<file path="config.mk">
export PLATFORM = sky130hd
export DESIGN_NAME = inst_mem_ctrl_flat
export DESIGN_NICKNAME = d
export VERILOG_FILES = /design/src/rtl/inst_mem_ctrl_pkg.sv /design/src/rtl/inst_mem_ctrl_if.sv /design/src/rtl/inst_mem_ctrl.sv /design/src/flat_wrapper.sv
export SDC_FILE = /design/constraint.sdc
export NUM_CORES = 1
export LEC_CHECK = 0
export CAP_MARGIN = 0
export CORE_MARGIN = 2
export CORE_UTILIZATION = 40
export CTS_BUF_LIST = sky130_fd_sc_hd__clkbuf_8
export CTS_CLUSTER_SIZE = 16
export DETAILED_ROUTE_END_ITERATION = 6
export GPL_TIMING_DRIVEN = 0
export PLACE_DENSITY_LB_ADDON = 0.3
export SYNTH_ARGS = -nofsm -noshare
export SYNTH_HDL_FRONTEND = slang
export SYNTH_SLANG_ARGS = --single-unit
export TNS_END_PERCENT = 1
</file>
<file path="constraint.sdc">
create_clock -name clk -period 4.2 [get_ports clk]
set_input_delay 1.05 -clock clk [delete_from_list [all_inputs] [get_ports clk]]
set_output_delay 1.05 -clock clk [all_outputs]
set_load 0.005 [all_outputs]
</file>
<file path="src/rtl/inst_mem_ctrl_pkg.sv">
// Shared types and constants for the instruction-side memory controller.
package inst_mem_ctrl_pkg;

    localparam int MAX_BIT_POS          = 31;
    localparam int IBUS_TIMEOUT_DEFAULT = 255;

    typedef logic [MAX_BIT_POS:0] word_t;

    typedef enum logic [1:0] {
        IMC_IDLE = 2'd0,
        IMC_REQ  = 2'd1,
        IMC_WAIT = 2'd2
    } imc_state_e;

    // An instruction address is usable on the bus only when word aligned.
    function automatic logic is_misaligned(input word_t addr);
        return (addr[1:0] != 2'b00);
    endfunction

endpackage

</file>
<file path="src/rtl/inst_mem_ctrl_if.sv">
// Instruction bus: req/gnt request phase followed by an rvalid response phase.
interface inst_mem_ctrl_if;

    logic                       req;
    inst_mem_ctrl_pkg::word_t   addr;
    logic                       gnt;
    logic                       rvalid;
    inst_mem_ctrl_pkg::word_t   rdata;
    logic                       err;

    modport master (output req, addr, input gnt, rvalid, rdata, err);
    modport slave  (input req, addr, output gnt, rvalid, rdata, err);

endinterface

</file>
<file path="src/rtl/inst_mem_ctrl.sv">
// Instruction memory controller: turns fetch's level read request into one
// bus transaction at a time and keeps the last response in a tagged buffer.
module inst_mem_ctrl
    import inst_mem_ctrl_pkg::*;
#(
    parameter int unsigned TIMEOUT_CYCLES = IBUS_TIMEOUT_DEFAULT
) (
    input  logic                    clk,
    input  logic                    rst,
    input  logic                    inst_mem_read_en,
    input  word_t                   inst_addr,
    input  logic                    ifetch_flush,
    output word_t                   inst_data,
    output logic                    inst_mem_ready,
    output logic                    inst_access_fault,
    inst_mem_ctrl_if.master         ibus
);

    localparam logic [15:0] TIMEOUT_LIM = 16'(TIMEOUT_CYCLES);

    imc_state_e  state_q, state_d;
    word_t       req_addr_q, req_addr_d;
    logic        buf_valid_q, buf_valid_d;
    word_t       buf_addr_q, buf_addr_d;
    word_t       buf_data_q, buf_data_d;
    logic        buf_err_q, buf_err_d;
    logic        drop_q, drop_d;
    logic [15:0] cnt_q, cnt_d;
    logic        hit_s;

    // Buffer lookup and fetch-facing outputs; an address change drops ready at once.
    always_comb begin
        hit_s             = buf_valid_q && (buf_addr_q == inst_addr);
        inst_mem_ready    = hit_s;
        inst_access_fault = hit_s && buf_err_q;
        if (hit_s && !buf_err_q) begin
            inst_data = buf_data_q;
        end else begin
            inst_data = '0;
        end
    end

    // Bus request is driven straight from state and the latched address.
    always_comb begin
        ibus.req  = (state_q == IMC_REQ);
        ibus.addr = req_addr_q;
    end

    // Next-state, buffer update, drop flag and timeout counter.
    always_comb begin
        state_d     = state_q;
        req_addr_d  = req_addr_q;
        buf_valid_d = buf_valid_q;
        buf_addr_d  = buf_addr_q;
        buf_data_d  = buf_data_q;
        buf_err_d   = buf_err_q;
        drop_d      = drop_q;
        cnt_d       = cnt_q;

        case (state_q)
            IMC_IDLE: begin
                if (inst_mem_read_en && !hit_s) begin
                    if (is_misaligned(inst_addr)) begin
                        buf_valid_d = 1'b1;
                        buf_addr_d  = inst_addr;
                        buf_data_d  = '0;
                        buf_err_d   = 1'b1;
                    end else begin
                        req_addr_d = inst_addr;
                        state_d    = IMC_REQ;
                    end
                end else begin
                    state_d = IMC_IDLE;
                end
            end
            IMC_REQ: begin
                if (ibus.gnt) begin
                    state_d = IMC_WAIT;
                    cnt_d   = 16'd0;
                end else begin
                    state_d = IMC_REQ;
                end
            end
            IMC_WAIT: begin
                if (ibus.rvalid) begin
                    if (!drop_q && !ifetch_flush) begin
                        buf_valid_d = 1'b1;
                        buf_addr_d  = req_addr_q;
                        buf_data_d  = ibus.rdata;
                        buf_err_d   = ibus.err;
                    end else begin
                        buf_valid_d = buf_valid_q;
                    end
                    drop_d  = 1'b0;
                    state_d = IMC_IDLE;
                end else if (cnt_q >= TIMEOUT_LIM) begin
                    if (!drop_q && !ifetch_flush) begin
                        buf_valid_d = 1'b1;
                        buf_addr_d  = req_addr_q;
                        buf_data_d  = '0;
                        buf_err_d   = 1'b1;
                    end else begin
                        buf_valid_d = buf_valid_q;
                    end
                    drop_d  = 1'b0;
                    state_d = IMC_IDLE;
                end else begin
                    cnt_d = cnt_q + 16'd1;
                end
            end
            default: begin
                state_d = IMC_IDLE;
                drop_d  = 1'b0;
            end
        endcase

        // Flush invalidates the buffer and poisons an unfinished transaction.
        if (ifetch_flush) begin
            buf_valid_d = 1'b0;
            if ((state_q != IMC_IDLE) && (state_d != IMC_IDLE)) begin
                drop_d = 1'b1;
            end else begin
                drop_d = drop_d;
            end
        end else begin
            buf_valid_d = buf_valid_d;
        end
    end

    // State and buffer registers.
    always_ff @(posedge clk or negedge rst) begin
        if (!rst) begin
            state_q     <= IMC_IDLE;
            req_addr_q  <= '0;
            buf_valid_q <= 1'b0;
            buf_addr_q  <= '0;
            buf_data_q  <= '0;
            buf_err_q   <= 1'b0;
            drop_q      <= 1'b0;
            cnt_q       <= 16'd0;
        end else begin
            state_q     <= state_d;
            req_addr_q  <= req_addr_d;
            buf_valid_q <= buf_valid_d;
            buf_addr_q  <= buf_addr_d;
            buf_data_q  <= buf_data_d;
            buf_err_q   <= buf_err_d;
            drop_q      <= drop_d;
            cnt_q       <= cnt_d;
        end
    end

endmodule

</file>
<file path="src/flat_wrapper.sv">
// flat-port wrapper written by rule: the top's interface ports become plain ports
module inst_mem_ctrl_flat import inst_mem_ctrl_pkg::*;
#(
    parameter int unsigned TIMEOUT_CYCLES = IBUS_TIMEOUT_DEFAULT
)
  (clk, rst, inst_mem_read_en, inst_addr, ifetch_flush, inst_data, inst_mem_ready, inst_access_fault, ibus_req, ibus_addr, ibus_gnt, ibus_rvalid, ibus_rdata, ibus_err);
  inst_mem_ctrl_if ibus_i ();
  input  logic clk;
  input  logic rst;
  input  logic inst_mem_read_en;
  input  word_t inst_addr;
  input  logic ifetch_flush;
  output word_t inst_data;
  output logic inst_mem_ready;
  output logic inst_access_fault;
  output wire logic [$bits(ibus_i.req)-1:0] ibus_req;
  output wire logic [$bits(ibus_i.addr)-1:0] ibus_addr;
  input wire logic [$bits(ibus_i.gnt)-1:0] ibus_gnt;
  input wire logic [$bits(ibus_i.rvalid)-1:0] ibus_rvalid;
  input wire logic [$bits(ibus_i.rdata)-1:0] ibus_rdata;
  input wire logic [$bits(ibus_i.err)-1:0] ibus_err;
  assign ibus_req = ibus_i.req;
  assign ibus_addr = ibus_i.addr;
  assign ibus_i.gnt = ibus_gnt;
  assign ibus_i.rvalid = ibus_rvalid;
  assign ibus_i.rdata = ibus_rdata;
  assign ibus_i.err = ibus_err;
  inst_mem_ctrl #(.TIMEOUT_CYCLES(TIMEOUT_CYCLES)) u_core (.clk(clk), .rst(rst), .inst_mem_read_en(inst_mem_read_en), .inst_addr(inst_addr), .ifetch_flush(ifetch_flush), .inst_data(inst_data), .inst_mem_ready(inst_mem_ready), .inst_access_fault(inst_access_fault), .ibus(ibus_i));
endmodule
</file>
# --- After elaboration in Yosys (flattened, before gate mapping) ---
# Index checks and enable logic that the tools add are counted.
word_totals:
  register_bits: 117
  in_bits: 71
  output_inout_bits: 67
  word_cells: 88
classes:
  add_sub_neg: 1
  n_lt_le_gt_ge: 1
  eq_ne: 13
  muxes: 41
  bitwise_logic: 1
  reduce_logical: 23
op_table:
  columns: ["op", "count"]
  rows:
  - ["$mux 32", 12]
  - ["$pmux 32 s2", 2]
  - ["$mux 16", 3]
  - ["$eq 32x32->1", 1]
  - ["$pmux 16 s2", 1]
  - ["$add 16x1->16 const B", 1]
  - ["$ge 16x8->1 const B", 1]
  - ["$mux 1", 14]
  - ["$reduce_and 4->1", 3]
  - ["$mux 2", 5]
  - ["$reduce_bool 2->1", 5]
  - ["$ne 3x2->1 const B", 3]
  - ["$ne 2x1->1 const B", 4]
  - ["$logic_and 1x1->1", 6]
  - ["$pmux 1 s2", 3]
  - ["$pmux 2 s3", 1]
  - ["$reduce_and 5->1", 1]
  - ["$logic_not 1->1", 4]
  - ["$ne 2x2->1 const B", 2]
  - ["$ne 4x3->1 const B", 1]
  - ["$reduce_and 3->1", 1]
  - ["$reduce_bool 3->1", 1]
  - ["$eq 2x1->1 const B", 1]
  - ["$eq 2x2->1 const B", 1]
  - ["3 further kinds", 3]

# --- Depth between registers and ports, before layout ---
logic_depth:
  depth_word: 10
  mapped_depth: 9
  ltp_nobuf: 7

# --- Least setup slack after synthesis ---
# OpenSTA, ideal clock, no wires.
synth_timing:
  kind: "input -> output"
  from: "in inst_addr[11]"
  to: "out inst_data[10]"
  arrival_ps: 2380
  t_required_ps: 3150
  slack_ps: 770
  stages: 6
  path_buffers: 1
  cell_sequence: "a221o_1 nor4_1 nand4_1 nor2_1 clkbuf_1 and2_1"
synth_via:
  elab_chain_len: 4
synth_rtl:
  columns: ["element", "line", "text"]
  rows:
  - ["from (decl)", "flat_wrapper.sv:11", "input word_t inst_addr;"]
  - ["$eq 32x32->1", "inst_mem_ctrl.sv:33", "hit_s = buf_valid_q && (buf_addr_q == inst_addr);"]
  - ["$logic_and 1x1->1", "inst_mem_ctrl.sv:33", null]
  - ["$logic_and 1x1->1", "inst_mem_ctrl.sv:36", "if (hit_s && !buf_err_q) begin"]
  - ["$mux 32", "inst_mem_ctrl.sv:36", null]
  - ["to (decl)", "flat_wrapper.sv:13", "output word_t inst_data;"]
# Every way passes these cells.

# --- Worst setup path after layout ---
layout_timing:
  from: "in inst_addr[29]"
  to: "out inst_data[13]"
# The elaborated chain is that of the path after synthesis.

==> impl_metrics.tcl <==
set metrics [dict create \
    slowest_delay_ps 360 \
    leakage_nw 3.51 \
    io_pins 138 \
    min_path_type "reg -> reg" \
    routed_wl_um 13500 \
    nFillCells 1152 \
    m1WireLength_um 5920 \
    clkSinkCount 117 \
    required_ps 3150 \
    drv_cap 0 \
    synth_top_area_cell "dfrtp_1" \
    antenna_found_initial 1 \
    critPathLaunchType "primary input" \
    vias 3946 \
    grt_usage 0.198 \
    irDropWorstVdd_mv 0.232 \
    syn_area_sq_um 5350 \
    slew_violations 0 \
    nNetsFinal 671 \
    drtIter0Drc 214 \
    start_util 0.407 \
    top_layer_used "met4" \
    core_area_sq_um 13100 \
    cts_made_buffers 17 \
    min_period_over_period 0.994 \
    cp_max_fo 7 \
    ff_latch_area_sq_um 2930 \
    overflow 0 \
    portBuffers 137 \
    multi_input_area_sq_um 2300 \
    setup-tns-final_ps 0 \
    drc 0 \
    cts_max_level 4 \
    num_rows 42 \
    gp_congestion 0.793 \
    worstPathCellList "clkdlybuf4s15_1 -> xnor2_2 -> nand4_1 -> nor4_2 -> nand4_1 -> buf_4 -> nor2_4 -> buf_4 -> clkbuf_8 -> and2_1 -> dlygate4sd2_1" \
    fp.dieW_um 120 \
    synthDistinctLibCells 34 \
    arrival_ps 3120 \
    drt_first_pass_iters 5 \
    layout-drive-gt1-share 0.219 \
    areaGrowthSynthToFinish_pct 39.5 \
    cp_slowest_cell "nor4_2" \
    async_reset_ff_frac 1.00 \
    cts_tree "built" \
    wl_met3_um 891 \
    grt_max_degree 64 \
    synthCells 431 \
    worst_pin_slew_ps 709 \
    slew_headroom 0.527 \
    synth.area.top_cells "dfrtp_1, mux2_2, a22o_1, and2_1, xnor2_1" \
    critical-path-top-delay-family "simple AND/OR/NAND/NOR gates" \
    synth_edf_count 0 \
    clk_latency_ps 440 \
    dr_wl_met2_um 6470 \
    rsz0062_at_grt "true" \
    ant_nets 0 \
    status "complete, no violations" \
    final_util 0.568 \
    die_area_sq_um 14300 \
    r2r_start "u_core.buf_addr_q[29]" \
    finalHoldViolations 0 \
    hold_start "u_core.cnt_q[12]" \
    fin_skew_ps 7.51 \
    syn_nets 503 \
    synth_top_area_share 0.547 \
    p_per_area_nw_per_um2 445 \
    syn_area_per_cell_sq_um 12.4 \
    clkTransAtPathRegs_ps 60 \
    wl_per_cell_um 17.1 \
    ys_ff_latch 117 \
    die_h_um 120 \
    synth_ff_type "dfrtp_1" \
    vias_per_cell 5.00 \
    yosys_warnings 0 \
    crit_buf_inv 5 \
    dp_hpwl_um 9570 \
    cp-end-kind "primary output" \
    grt_pass1_wl_um 21700 \
    yosysSeqAreaShare 0.547 \
    crit_type "in -> out" \
    crit_start "inst_addr[29]" \
    clockBufferDepth 2 \
    setup_viol 0 \
    min_period_ps 4170 \
    first_global_vias 4166 \
    cts_root_buffer "clkbuf_8" \
    max_freq_mhz 240 \
]
## layout by cell type (no fill, tap or decap), drive strengths merged, types with 5 or more instances in the layout
cell	count
nor3	5
a21oi	8
clkdlybuf4s50	75
nand4	8
dfrtp	117
dlygate4sd2	54
xnor2	22
mux2i	8
nor2	16
and2	43
clkbuf	35
nand3	6
nand2	7
a22o	34
mux2	82
inv	23
xor2	6
buf	23
o21ai	9
## worst register-to-register path, cell delays in order (launching register included)
cell,delay (ps)
dfrtp_1,400
xnor2_2,170
nand4_1,140
nor4_2,370
nand4_1,130
buf_4,170
buf_4,150
nand3_1,290
buf_2,380
mux2_2,380
## kinds of logic after synthesis
| logic type | Yosys count | synth area share |
|---|---|---|
| xor gates and xnor gates | 28 | 0.0459 |
| and+or+nand+nor | 99 | 0.102 |
| DFF | 117 | 0.547 |
| adders and majority gates | 1 | 0.00234 |
| AOI/OAI and AO/OA | 58 | 0.0814 |
| buffers and inverters | 38 | 0.0328 |
| muxes | 90 | 0.188 |
## final timing paths
check | to | slack (ps) | cells after the start
hold / removal | u_core.cnt_q[12] | 490 | 1
setup / recovery | inst_data[13] | 30 | 11
setup reg to reg | u_core.ibus.addr[18] | 1510 | 9
hold reg to reg | u_core.cnt_q[12] | 490 | 1
min in group asynchronous | u_core.buf_data_q[22] | 590 | 1
max in group asynchronous | u_core.state_q[0] | 2920 | 2
## synth_stat cells, types with 2 or more instances
cell type	n
a21oi_1	8
a22o_1	34
and2_1	43
and3_1	2
buf_1	2
buf_2	4
buf_4	5
clkbuf_1	9
dfrtp_1	117
inv_1	16
mux2_1	12
mux2_2	70
mux2i_1	8
nand2_1	7
nand3_1	6
nand4_1	8
nor2_1	16
nor2b_1	4
nor3_1	5
nor4_1	4
o21ai_0	8
o22ai_1	3
or3_1	3
xnor2_1	22
xor2_1	6
## registers in the layout, summed over array words and instances, names as in the netlist
signal,flops
u_core.cnt_q,16
u_core.ibus.addr,32
u_core.drop_q,1
u_core.buf_err_q,1
u_core.buf_valid_q,1
u_core.buf_addr_q,32
u_core.buf_data_q,32
u_core.state_q,2
## report_power, final
part,internal [mW],total (mW),switching [mW]
Clock,0.529,0.954,0.425
Combinational,0.509,0.831,0.322
Sequential,1.37,1.54,0.169
## timing repair
item                       CTS  global route
hold endpoints to repair     0             0
setup endpoints to repair   34            32
gates cloned                 3             0
gates resized for setup     87             4
pin swaps                   19             5
hold buffers                 0             0
setup buffers                4             4
## area by class of cell
class,instances,area share
Timing Repair Buffer,149,0.193
Antenna cell,1,0.000336
Multi-Input combinational cell,276,0.308
Tap cell,176,0.0295
Clock inverter,10,0.00889
Buffer,22,0.0195
Sequential cell,117,0.393
Inverter,16,0.00805
Clock buffer,22,0.0406
## through the flow
step / power [mW] / hold WS (ps) / cells / area [sq um] / worst slack [ps]
floorplan: 1.96 / 454 / 431 / 5350 / 770
global placement: 2.35 / 470 / 744 / 6940 / -2400
detailed placement: 2.39 / 475 / 745 / 6970 / -963
CTS: 3.37 / 493 / 784 / 7420 / -58.6
global route: 3.52 / 506 / 788 / 7460 / -157
finish: 3.32 / 492 / 789 / 7460 / 26.8
## per-layer routing
layer | global-route usage | vias up
li1 | - | 1850
met1 | 0.245 | 1949
met2 | 0.324 | 130
met3 | 0.0646 | 17
met4 | 0.0743 | 0
met5 | 0 | -
No activity file was read; power rests on OpenSTA's default activity.
==> patch 1: new RTL, config.mk and constraints unchanged <==
Re-encode `imc_state_e` (3 states) as one-hot, 3 bits wide.
--- a/src/rtl/inst_mem_ctrl_pkg.sv
+++ b/src/rtl/inst_mem_ctrl_pkg.sv
@@ -6,10 +6,10 @@
 
     typedef logic [MAX_BIT_POS:0] word_t;
 
-    typedef enum logic [1:0] {
-        IMC_IDLE = 2'd0,
-        IMC_REQ  = 2'd1,
-        IMC_WAIT = 2'd2
+    typedef enum logic [2:0] {
+        IMC_IDLE = 3'b001,
+        IMC_REQ  = 3'b010,
+        IMC_WAIT = 3'b100
     } imc_state_e;
 
     // An instruction address is usable on the bus only when word aligned.
Check against the original RTL: same outputs for any inputs over 4 cycles, from zero or initial values and one cycle with rst low; so few cycles prove little.
==> patch 1 against the original RTL <==
The run now ends with negative setup slack left; sequential cell count increased by 1; total power is 2.1% lower; setup slack worse by 0.16 ns; clock skew grew 0.0032 ns; synthesized area is 15% higher; count of clock-buffer cells in the layout fell by 1; hold slack lost 0.016 ns; die area rose by 14%; cell area up 12%; routed wire length is 19% higher; critical path depth is 2 lower; highest routed layer unchanged.
==> patch 1: results (changes against the original RTL) <==
outcome=finished with violations; failing checks=negative setup slack; hold path start=u_core.drop_q; Post-DP Area=7770 um^2 (+12%); Final setup viols=15 (+15); register area=2950 um^2 (+0.90%); synth unique cells=45 (+32%); first-pass GRT wire length=26200 um (+21%); GRT Total Usage=20.5% (+0.72 points); slowest stage delay, CP=0.51 ns (+0.15 ns); Final TNS setup=-1.79 ns (-1.79 ns); GPL Wtd Cong=0.798 (+0.68%); CP startpoint=inst_addr[19]; end of the critical path=inst_data[8]; R2R Setup Slk=1.75 ns (+0.24 ns); Final WS setup=-0.130 ns (-0.157 ns); Worst Hold End=u_core.drop_q; largest net degree at the start of global routing=85 (+33%); R2R Path Start=u_core.state_q[1]; vias per cell=5.28 (+5.6%); top cells by area, synth=dfrtp_1 48%, o221ai_2 7.3%, mux2i_1 5.4%; clk_skew=0.0107 ns (+0.00323 ns); drt initial violations=314 (+47%); CP delay by family, top=buffers and inverters; critical path peak fanout=8 (+1); Pre-Repair DR Iteration Count=4 (-1); hold slack=0.475 ns (-0.0163 ns); fillcell total=1347 (+17%); leak pwr=3.67 nW (+4.6%); worst reg2reg path endpoint=u_core.buf_addr_q[15]; IO buf count=137 (unchanged); Worst-Margin Slew=0.555 ns (-0.154 ns); CP max-delay cell=clkdlybuf4s50_1; Post-Place Cells=865 (+16%); fraction of layout cells with a size suffix above 1=19.7% (-2.2 points); placed wire-length estimate=11500 um (+20%); WHS Path Cells=2 (+1); sequential element share of the synthesized area=48.2% (-6.6 points); R2R depth=8 (-1); vias in the first global route=5137 (+23%)
==> patch 1: cell types whose count changed after synthesis, sizes merged, moves of 6 or more <==
cell	change
buf	+12
mux2	-52
mux2i	+25
xor2	+6
nor3	+31
o221ai	+33
inv	+24
a21oi	+29
o21ai	-7
==> patch 1: power by group <==
group	internal [mW]	total [mW]	switching, mW	leakage (nW)
logic	0.379	0.686	0.307	1.92
registers	1.28	1.40	0.126	1.52
clock network	0.703	1.17	0.462	0.236
==> patch 1: area by class of cell <==
| cell class | count | share of cell area (%) |
|---|---|---|
| Buffer | 36 | 3.02 |
| Tap cell | 188 | 2.82 |
| Inverter | 40 | 1.80 |
| Clock buffer | 21 | 3.47 |
| Sequential cell | 118 | 35.5 |
| Timing Repair Buffer | 145 | 16.8 |
| Multi-Input combinational cell | 345 | 34.7 |
| Clock inverter | 11 | 1.89 |
==> patch 1: what timing repair did <==
action                                  in CTS  in global routing
cloned                                       3                  0
gates resized for setup                     63                  6
endpoints found under the setup margin      34                 32
hold buffers                                 0                  0
pin swaps                                   18                  4
buffers inserted                             1                  3
==> patch 1: per-layer routing <==
layer	share of wire, %	vias to the layer above	track usage, %
met5	0	-	0
met3	7.0	12	6.47
met4	1.2	0	6.46
li1	-	2262	-
met2	48	149	34.0
met1	44	2350	25.7
==> patch 1: metrics by stage <==
stage | worst slack [ns] | power [mW]
CTS | -0.252 | 3.29
finish | -0.130 | 3.25
floorplan | 0.743 | 1.75
detailed placement | -0.895 | 2.10
global placement | -2.55 | 2.07
global route | -0.312 | 3.41
==> patch 1: cells by family after synthesis <==
logic type	after synthesis	synth area share (%)
AO/OA/AOI/OAI	114	17.3
multiplexers	63	10.9
adder cells (fa/ha/maj)	1	0.204
flip-flops	118	48.2
XOR/XNOR	31	4.43
buffers and inverters	76	6.06
AND/OR/NAND/NOR	136	13.0
==> patch 2: new RTL, config.mk and constraints unchanged <==
Without the edit above. Set the package constant `MAX_BIT_POS` to 62 (it was 31).
--- a/src/rtl/inst_mem_ctrl_pkg.sv
+++ b/src/rtl/inst_mem_ctrl_pkg.sv
@@ -1,7 +1,7 @@
 // Shared types and constants for the instruction-side memory controller.
 package inst_mem_ctrl_pkg;
 
-    localparam int MAX_BIT_POS          = 31;
+    localparam int MAX_BIT_POS          = 62;
     localparam int IBUS_TIMEOUT_DEFAULT = 255;
 
     typedef logic [MAX_BIT_POS:0] word_t;
Ports: changed (resized ibus_addr, ibus_rdata, inst_addr and inst_data); port bits go from 138 to 262. No check against the original RTL was run, so the function may have changed too.
==> patch 2 against the original RTL <==
Total power up 100%; first-iteration DRC count up 68%; fmax up 0.85%; cell area up 86%; setup slack better by 0.035 ns; cell count up 80%; count of clock-buffer cells in the layout up 26; register-to-register slack worse by 0.16 ns; routed wire length up 100%; synthesized area up 86%; hold slack worse by 0.0026 ns; sequential cell count up 93; critical path type unchanged.
==> patch 2: results (changes against the original RTL) <==
synth unique cells=41 (+21%); Worst-Margin Slew=0.865 ns (+0.156 ns); met3 wire len=1320 um (+48%); drt initial violations=359 (+68%); IO buf count=261 (+91%); GPL Wtd Cong=0.808 (+1.9%); worst skew pair latency=0.52 ns (+0.08 ns); placed wire-length estimate=19200 um (+100%); Pre-Repair DR Iteration Count=4 (-1); R2R depth=11 (+2); Syn Nets=884 (+76%); clk_skew=0.0189 ns (+0.0114 ns); first-pass GRT wire length=42400 um (+96%); Worst Hold End=u_core.buf_data_q[26]; critical path peak fanout=6 (-1); Max Buffers Root-to-Sink=3 (+1); met1 wire length=12500 um (+110%); global routing usage on met1=29.0% (+4.5 points); CP arrival=3.09 ns (-0.03 ns); CP startpoint=inst_addr[38]; worst reg2reg path endpoint=u_core.ibus.addr[59]; Final #Nets=1197 (+78%); top cells by area, synth=dfrtp_1 53%, mux2_4 7.8%, mux2_1 7.4%; CP max-delay cell=nor4_4; Synth Area in Compound Gates=7.68% (-0.46 points); GRT Total Usage=20.8% (+0.98 points); leak pwr=6.53 nW (+86%); fraction of layout cells with a size suffix above 1=28.4% (+6.5 points); outcome=complete, no violations
==> patch 2: cell types whose count changed in the layout (fill, tap and decap cells not counted), moves of 21 or more <==
cell / before / now
a22o_1: 34 / 63
mux2_1: 12 / 65
dlygate4sd2_1: 54 / 28
clkdlybuf4s50_1: 75 / 132
dfrtp_1: 117 / 210
mux2_4: 0 / 52
xnor2_1: 18 / 39
buf_2: 5 / 33
clkbuf_2: 1 / 52
and2_1: 42 / 67
==> patch 2: power by group <==
part | internal (mW) | leakage [nW] | switching (mW)
registers | 2.51 | 2.64 | 0.374
clock network | 1.09 | 0.455 | 0.850
logic | 1.17 | 3.43 | 0.715
==> patch 2: area by class of cell <==
cell class                 instances  share of cell area, %
buffer                            40                   2.29
multi-input combinational        482                   32.9
tap                              324                   2.93
clock buffer                      48                   4.77
antenna                            2                 0.0361
sequential                       210                   37.9
inverter                          16                  0.434
timing repair buffer             275                   17.9
clock inverter                    20                  0.768
==> patch 2: metrics by stage <==
stage	std cells	cell area [um^2]	TNS [ns]	utilization, %	setup slack (ns)
after floorplan	750	9960	0	-	0.638
after global placement	1335	13000	-1574.36	53.2	-7.10
after detailed placement	1336	13000	-91.69	53.3	-1.51
after CTS	1411	13900	-0.307	57.0	-0.250
after global routing	1416	13800	-0.0507	56.8	-0.00892
final	1417	13900	0	56.8	0.0619
==> patch 2: repair_timing <==
action / 4_1_cts / 5_1_grt
gates resized for setup: 209 / 157
setup endpoints to repair: 65 / 64
pin swaps: 37 / 35
hold buffers: 0 / 0
setup buffers: 7 / 3
cloned: 0 / 3
==> patch 2: logic make-up after synthesis <==
kind of cell               after synthesis
DFF                                    210
muxes                                  181
and+or+nand+nor                        146
AOI/OAI and AO/OA                       95
xor gates and xnor gates                59
buffers and inverters                   58
adders and majority gates                1
